### config.mk
export PLATFORM = sky130hd
export DESIGN_NAME = axis_pulse_height_generator
export DESIGN_NICKNAME = d
export VERILOG_FILES = /design/src/rtl/axis_pulse_gen_pkg.sv /design/src/rtl/pulse_gen_sat_add.sv /design/src/rtl/axis_pulse_height_generator.sv
export SDC_FILE = /design/constraint.sdc
export NUM_CORES = 1
export LEC_CHECK = 0
export BUFFER_PORTS_ARGS = -buffer_cell sky130_fd_sc_hd__buf_4
export CAP_MARGIN = 20
export CORE_MARGIN = 2
export CORE_UTILIZATION = 35
export CTS_CLUSTER_DIAMETER = 50
export DETAILED_ROUTE_END_ITERATION = 8
export GPL_TIMING_DRIVEN = 0
export PLACE_DENSITY = 0.58
export SYNTH_ARGS = -nofsm -noshare
export SYNTH_HDL_FRONTEND = slang
export SYNTH_HIERARCHICAL = 1
export SYNTH_SLANG_ARGS = --single-unit
### constraint.sdc
create_clock -name aclk -period 10.64 [get_ports aclk]
set_input_delay 1.064 -clock aclk [delete_from_list [all_inputs] [get_ports aclk]]
set_output_delay 1.064 -clock aclk [all_outputs]
set_load 0.01 [all_outputs]
### src/rtl/axis_pulse_gen_pkg.sv
// Shared types and helpers for the synthetic pulse generator: FSM state encoding,
// decay-shift width and saturation limits for signed/unsigned sample words.
package axis_pulse_gen_pkg;

  typedef enum logic [1:0] {
    IDLE  = 2'd0,
    RISE  = 2'd1,
    DECAY = 2'd2,
    GAP   = 2'd3
  } state_t;

  localparam int DECAY_SHIFT_W = 4;
  localparam int LIMIT_W       = 64;

  // Largest unsigned value representable in w bits (w <= LIMIT_W).
  function automatic logic [LIMIT_W-1:0] unsigned_max(input int w);
    logic [LIMIT_W-1:0] one;
    one = 1;
    return (one << w) - one;
  endfunction

  // Largest positive two's-complement value representable in w bits.
  function automatic logic [LIMIT_W-1:0] signed_max(input int w);
    logic [LIMIT_W-1:0] one;
    one = 1;
    return (one << (w - 1)) - one;
  endfunction

endpackage

### src/rtl/pulse_gen_sat_add.sv
// Saturating add of a base word (signed or unsigned) and an unsigned addend.
// The addend is never negative, so only the upper limit is ever clamped.
module pulse_gen_sat_add
  import axis_pulse_gen_pkg::*;
#(
  parameter int W         = 16,
  parameter bit IS_SIGNED = 1'b0
) (
  input  logic [W-1:0] base,
  input  logic [W-1:0] addend,
  output logic [W-1:0] sum
);

  generate
    if (IS_SIGNED) begin : g_signed
      // A full-range unsigned addend on a signed base needs one bit beyond W+1.
      localparam logic [W-1:0] LIMIT = W'(signed_max(W));
      logic signed [W+1:0] wide;
      assign wide = $signed({{2{base[W-1]}}, base}) + $signed({2'b00, addend});
      assign sum  = (wide > $signed({2'b00, LIMIT})) ? LIMIT : wide[W-1:0];
    end else begin : g_unsigned
      localparam logic [W-1:0] LIMIT = W'(unsigned_max(W));
      logic [W:0] wide;
      assign wide = {1'b0, base} + {1'b0, addend};
      assign sum  = wide[W] ? LIMIT : wide[W-1:0];
    end
  endgenerate

endmodule

### src/rtl/axis_pulse_height_generator.sv
// Synthetic detector-pulse source: baseline, linear rise, shift-based exponential decay, dead gap.
// Optional pile-up emulation (accepting amplitudes during decay) is enabled by `PULSE_GEN_PILEUP_EN.
module axis_pulse_height_generator
  import axis_pulse_gen_pkg::*;
#(
  parameter int    AXIS_TDATA_WIDTH  = 16,
  parameter string AXIS_TDATA_SIGNED = "FALSE",
  parameter int    CNTR_WIDTH        = 16
) (
  input  logic                        aclk,
  input  logic                        aresetn,
  input  logic [AXIS_TDATA_WIDTH-1:0] bln_data,
  input  logic [CNTR_WIDTH-1:0]       rise_step,
  input  logic [DECAY_SHIFT_W-1:0]    decay_shift,
  input  logic [CNTR_WIDTH-1:0]       gap_len,
  output logic                        s_axis_tready,
  input  logic [AXIS_TDATA_WIDTH-1:0] s_axis_tdata,
  input  logic                        s_axis_tvalid,
  input  logic                        m_axis_tready,
  output logic [AXIS_TDATA_WIDTH-1:0] m_axis_tdata,
  output logic                        m_axis_tvalid
);

  localparam int W         = AXIS_TDATA_WIDTH;
  localparam int SUM_W     = ((W > CNTR_WIDTH) ? W : CNTR_WIDTH) + 1;
  localparam bit IS_SIGNED = (AXIS_TDATA_SIGNED == "TRUE");

  state_t                state_reg, state_next;
  logic [W-1:0]          pulse_reg, pulse_next;
  logic [W-1:0]          amp_reg, amp_next;
  logic [CNTR_WIDTH-1:0] cnt_reg, cnt_next;
  logic [W-1:0]          tdata_reg;
  logic                  tvalid_reg;

  logic                  adv;
  logic                  accept;
  logic                  ready_in_state;
  logic [W-1:0]          step_val;
  logic [W-1:0]          out_sat;

  logic [CNTR_WIDTH-1:0] step_eff;
  logic [SUM_W-1:0]      rise_sum;
  logic [W-1:0]          rise_val;
  logic [W-1:0]          decay_dec;
  logic [W-1:0]          decay_amt;
  logic [W-1:0]          decay_val;
  logic [CNTR_WIDTH:0]   cnt_inc;

  assign adv    = tvalid_reg & m_axis_tready;
  assign accept = s_axis_tvalid & s_axis_tready;

`ifdef PULSE_GEN_PILEUP_EN
  logic [W-1:0] pile_amp;

  pulse_gen_sat_add #(
    .W         (W),
    .IS_SIGNED (1'b0)
  ) u_pile_sat (
    .base   (pulse_reg),
    .addend (s_axis_tdata),
    .sum    (pile_amp)
  );

  assign ready_in_state = (state_reg == IDLE) || (state_reg == DECAY);
`else
  assign ready_in_state = (state_reg == IDLE);
`endif

  // Amplitudes are only taken once the sample stream is running.
  assign s_axis_tready = ready_in_state & tvalid_reg;

  assign step_eff = (rise_step == '0) ? CNTR_WIDTH'(1) : rise_step;
  assign rise_sum = SUM_W'(pulse_reg) + SUM_W'(step_eff);
  assign rise_val = (rise_sum >= SUM_W'(amp_reg)) ? amp_reg : rise_sum[W-1:0];

  assign decay_dec = pulse_reg >> decay_shift;
  assign decay_amt = (decay_dec == '0) ? W'(1) : decay_dec;
  assign decay_val = (decay_amt >= pulse_reg) ? '0 : (pulse_reg - decay_amt);

  assign cnt_inc = {1'b0, cnt_reg} + {{CNTR_WIDTH{1'b0}}, 1'b1};

  always_comb begin
    state_next = state_reg;
    amp_next   = amp_reg;
    cnt_next   = cnt_reg;
    step_val   = '0;

    case (state_reg)
      IDLE: begin
        if (accept) begin
          amp_next = s_axis_tdata;
          cnt_next = '0;
          if (s_axis_tdata != '0) begin
            state_next = RISE;
          end else if (gap_len != '0) begin
            state_next = GAP;
          end
        end
      end

      RISE: begin
        step_val = rise_val;
        if (adv && (rise_val == amp_reg)) begin
          state_next = DECAY;
        end
      end

      DECAY: begin
        step_val = decay_val;
        if (adv && (decay_val == '0)) begin
          cnt_next   = '0;
          state_next = (gap_len == '0) ? IDLE : GAP;
        end
`ifdef PULSE_GEN_PILEUP_EN
        // A piled-up amplitude stacks on the current pulse and overrides a decay-to-zero exit.
        if (accept) begin
          amp_next   = pile_amp;
          state_next = RISE;
        end
`endif
      end

      GAP: begin
        if (adv) begin
          cnt_next = cnt_inc[CNTR_WIDTH-1:0];
          if (cnt_inc >= {1'b0, gap_len}) begin
            state_next = IDLE;
          end
        end
      end

      default: begin
        state_next = IDLE;
      end
    endcase

    pulse_next = adv ? step_val : pulse_reg;
  end

  pulse_gen_sat_add #(
    .W         (W),
    .IS_SIGNED (IS_SIGNED)
  ) u_out_sat (
    .base   (bln_data),
    .addend (step_val),
    .sum    (out_sat)
  );

  // The first cycle after reset loads baseline so the stream never shows a stale zero as valid.
  always_ff @(posedge aclk) begin
    if (!aresetn) begin
      state_reg  <= IDLE;
      pulse_reg  <= '0;
      amp_reg    <= '0;
      cnt_reg    <= '0;
      tdata_reg  <= '0;
      tvalid_reg <= 1'b0;
    end else begin
      state_reg  <= state_next;
      pulse_reg  <= pulse_next;
      amp_reg    <= amp_next;
      cnt_reg    <= cnt_next;
      tvalid_reg <= 1'b1;
      if (adv || !tvalid_reg) begin
        tdata_reg <= out_sat;
      end
    end
  end

  assign m_axis_tdata  = tdata_reg;
  assign m_axis_tvalid = tvalid_reg;

endmodule

==> key figures <==
Outcome
  – Outcome: completed

STA
  – Unrepaired setup endpoints after global routing: no
  – Worst-margin pin slew: approximately 0.94 ns
  – Final setup fails: 0
  – Worst Hold Margin: 0.456 ns
  – Max frequency: 126 MHz
  – Hold Fails Final Rpt: 0
  – Worst Skew: 0.00957 ns
  – Tcrit/Tclk final: 74.5%
  – Crit path time final: 7.93 ns
  – Final Slew Violations: 0
  – Slew HR: 36.5%
  – Setup TNS: 0 ns

Synthesis
  – Share of flip-flops with an asynchronous set or reset: 0%
  – Sequential area share after synthesis: 16.5%
  – #FFs+latches synth: 67
  – Syn. warnings: 6
  – EDFF count, synth: 0
  – Mean Syn Cell Area: 7.30 sq um
  – Synth cell types: 89
  – Syn_nets: about 1.3k
  – Cell count after synthesis: 1,116
  – Dominant synthesized flop cell: dfxtp_1
  – Synth Cell Area: around 0.0082 sq mm

Floorplanning
  – Die area: approximately 0.025 sq mm
  – Die H: around 160 um
  – Initial Utilization: 35.8%
  – Core area: 0.0228 sq mm
  – I/O pin cnt: 90
  – Die W: 157 um
  – Row Count: 55

Clock tree
  – Post-CTS setup repair buffer count: 0
  – PostCTS Resize Cnt: 0
  – TritonCTS clock tree: yes
  – Cts hold-fix bufs: 0
  – CTS Buf Count: 9
  – Worst skew pair latency: about 0.34 ns
  – Clk root buf: clkbuf_16
  – H-tree depth: 3
  – Longest Clk Path Bufs: 2
  – Clock transition at the registers of the reported paths: 0.06 ns
  – Clk sinks: 67

Power
  – Worst VDD drop: 102 uV
  – PD cells: 116 mW/mm^2
  – Static Leakage: about 4.1 nW

Hold path
  – Hold Crit Depth: 2
  – Hold WC Path Type: flop to flop
  – Worst hold start: m_axis_tdata[14]$_SDFFE_PN0P_
  – Hold Crit Endpoint: m_axis_tdata[14]$_SDFFE_PN0P_

Place
  – HPWL after DPL: approximately 21,000 um
  – Placer Congestion: about 0.91
  – Port bufs: 88

Worst setup path
  – Worst reg2reg setup slack: between 3 and 4 ns
  – Critical path's slowest cell: o31ai_1
  – Critical R2R Capture: m_axis_tdata[8]$_SDFFE_PN0P_
  – Critical Path AT: a little over 8 ns
  – FF-to-FF path depth: 27
  – Crit end category: flop
  – Worst reg2reg startpoint: pulse_reg[7]$_SDFFE_PN0P_
  – Worst EP required: 10.85 ns
  – WS Path Type: primary input to flop
  – Crit-path max cell delay: 0.55 ns
  – CP startpoint kind: primary input
  – Peak fanout along the critical path: 10

Drt
  – DR vias: 8,549
  – DRT iter0 DRCs: 548
  – 1st-pass router iterations: 7
  – Residual DRC: 0
  – Drt total wl: approximately 26,000 um
  – Via density: around 5.6
  – Post-route ant nets: 0
  – WL per Instance: 17.0 um

Cells and area
  – # diodes: 0
  – Nets: about 1.4k
  – Share of cells above drive strength 1: between 10% and 20%
  – Most frequent cells in the layout: nand2_1, a21oi_1, buf_4
  – Most common cell after layout, fill and taps aside: nand2_1
  – Fillcell total: 2,386
  – Area grow syn2layout: 17.5%

GRT
  – GRT Total Usage: approximately a fifth
  – Antenna violations before repair: 0
  – GR Overflow Total: 0
  – Largest net degree at the start of global routing: 13
  – Vias in the first global route: 8,014
  – First-pass GRT wire length: 41,800 um

Job
  – Max cap viols: 0
[Yosys cell counts (9+ instances only)]
cell | n | area (sq um)
nand2_1 | 162 | 608
a21oi_1 | 104 | 521
ha_1 | 86 | 1080
nor2_1 | 70 | 263
dfxtp_1 | 67 | 1340
inv_1 | 61 | 229
o21ai_0 | 50 | 250
clkbuf_1 | 47 | 176
nand3_1 | 33 | 165
mux2i_1 | 31 | 310
xnor2_1 | 27 | 236
nand4_1 | 26 | 163
and2_1 | 20 | 125
xor2_1 | 17 | 149
a21o_1 | 16 | 120
and3_1 | 16 | 100
nor2b_1 | 15 | 93.8
a211oi_1 | 14 | 105
nor3_1 | 14 | 70.1
nor4_1 | 14 | 87.6
o31ai_1 | 13 | 97.6
mux2_2 | 11 | 124
o41ai_1 | 11 | 96.3
nand2b_1 | 10 | 62.6
o211ai_1 | 9 | 67.6
o21a_1 | 9 | 67.6
[worst max-delay path by stage]
stage | to | depth (start not counted) | start
floorplan | m_axis_tdata[8]$_SDFFE_PN0P_ | 29 | decay_shift[0]
global placement | m_axis_tdata[8]$_SDFFE_PN0P_ | 30 | decay_shift[0]
CTS | m_axis_tdata[8]$_SDFFE_PN0P_ | 30 | decay_shift[0]
global route | m_axis_tdata[8]$_SDFFE_PN0P_ | 30 | decay_shift[0]
finish | m_axis_tdata[8]$_SDFFE_PN0P_ | 30 | decay_shift[0]
detailed placement | m_axis_tdata[8]$_SDFFE_PN0P_ | 30 | decay_shift[0]
[layout make-up]
cell class / instances / area [sq um] / area share, %
repair buffers: 88 / 661 / 6.90
clock buffers: 10 / 239 / 2.50
clock inverters: 6 / 136 / 1.42
flip-flops and latches: 67 / 1340 / 14.0
multi-input cells: 923 / 6290 / 65.7
well taps: 313 / 392 / 4.09
inverters: 62 / 233 / 2.43
plain buffers: 64 / 285 / 2.98
[cells by family after synthesis]
| logic type | count (synthesis) | synth area share [%] |
|---|---|---|
| adders and majority gates | 89 | 13.9 |
| AOI/OAI and AO/OA | 331 | 27.9 |
| buffers and inverters | 126 | 6.36 |
| and+or+nand+nor | 414 | 24.5 |
| muxes | 43 | 5.60 |
| xor gates and xnor gates | 46 | 5.20 |
| DFF | 67 | 16.5 |
[per-stage QoR]
step	instances	total power, W	worst slack (ns)	util (%)	cell area, sq um
finish	1533	0.00111	2.71	42.0	9580
global route	1533	0.00118	2.20	42.0	9580
CTS	1533	0.00111	2.77	42.0	9580
global placement	1517	0.000736	2.52	40.4	9200
floorplan	1116	0.000595	3.76	-	8150
detailed placement	1517	0.000736	2.45	40.4	9200
[power by group]
group	total, W	internal, W	switching [W]
combinational	0.000451	0.000172	0.000280
sequential	0.000286	0.000269	0.0000174
clock	0.000376	0.000259	0.000117
[layer usage]
metal / GRT usage, % / routed length [um] / vias to the layer above
met5: 0 / 0 / -
li1: - / - / 4293
met2: 35.1 / 11900 / 216
met3: 2.49 / 1300 / 23
met1: 29.8 / 12500 / 4017
met4: 5.24 / 391 / 0
[critical path, delay by kind of cell]
kind,cells,cell delay [ns]
AND/OR/NAND/NOR,9,1.45
XOR/XNOR,1,0.17
AO/OA/AOI/OAI,11,2.70
buffers and inverters,4,1.06
multiplexers,1,0.41
adder cells (fa/ha/maj),4,1.28
(Power assumes the default switching activity.)
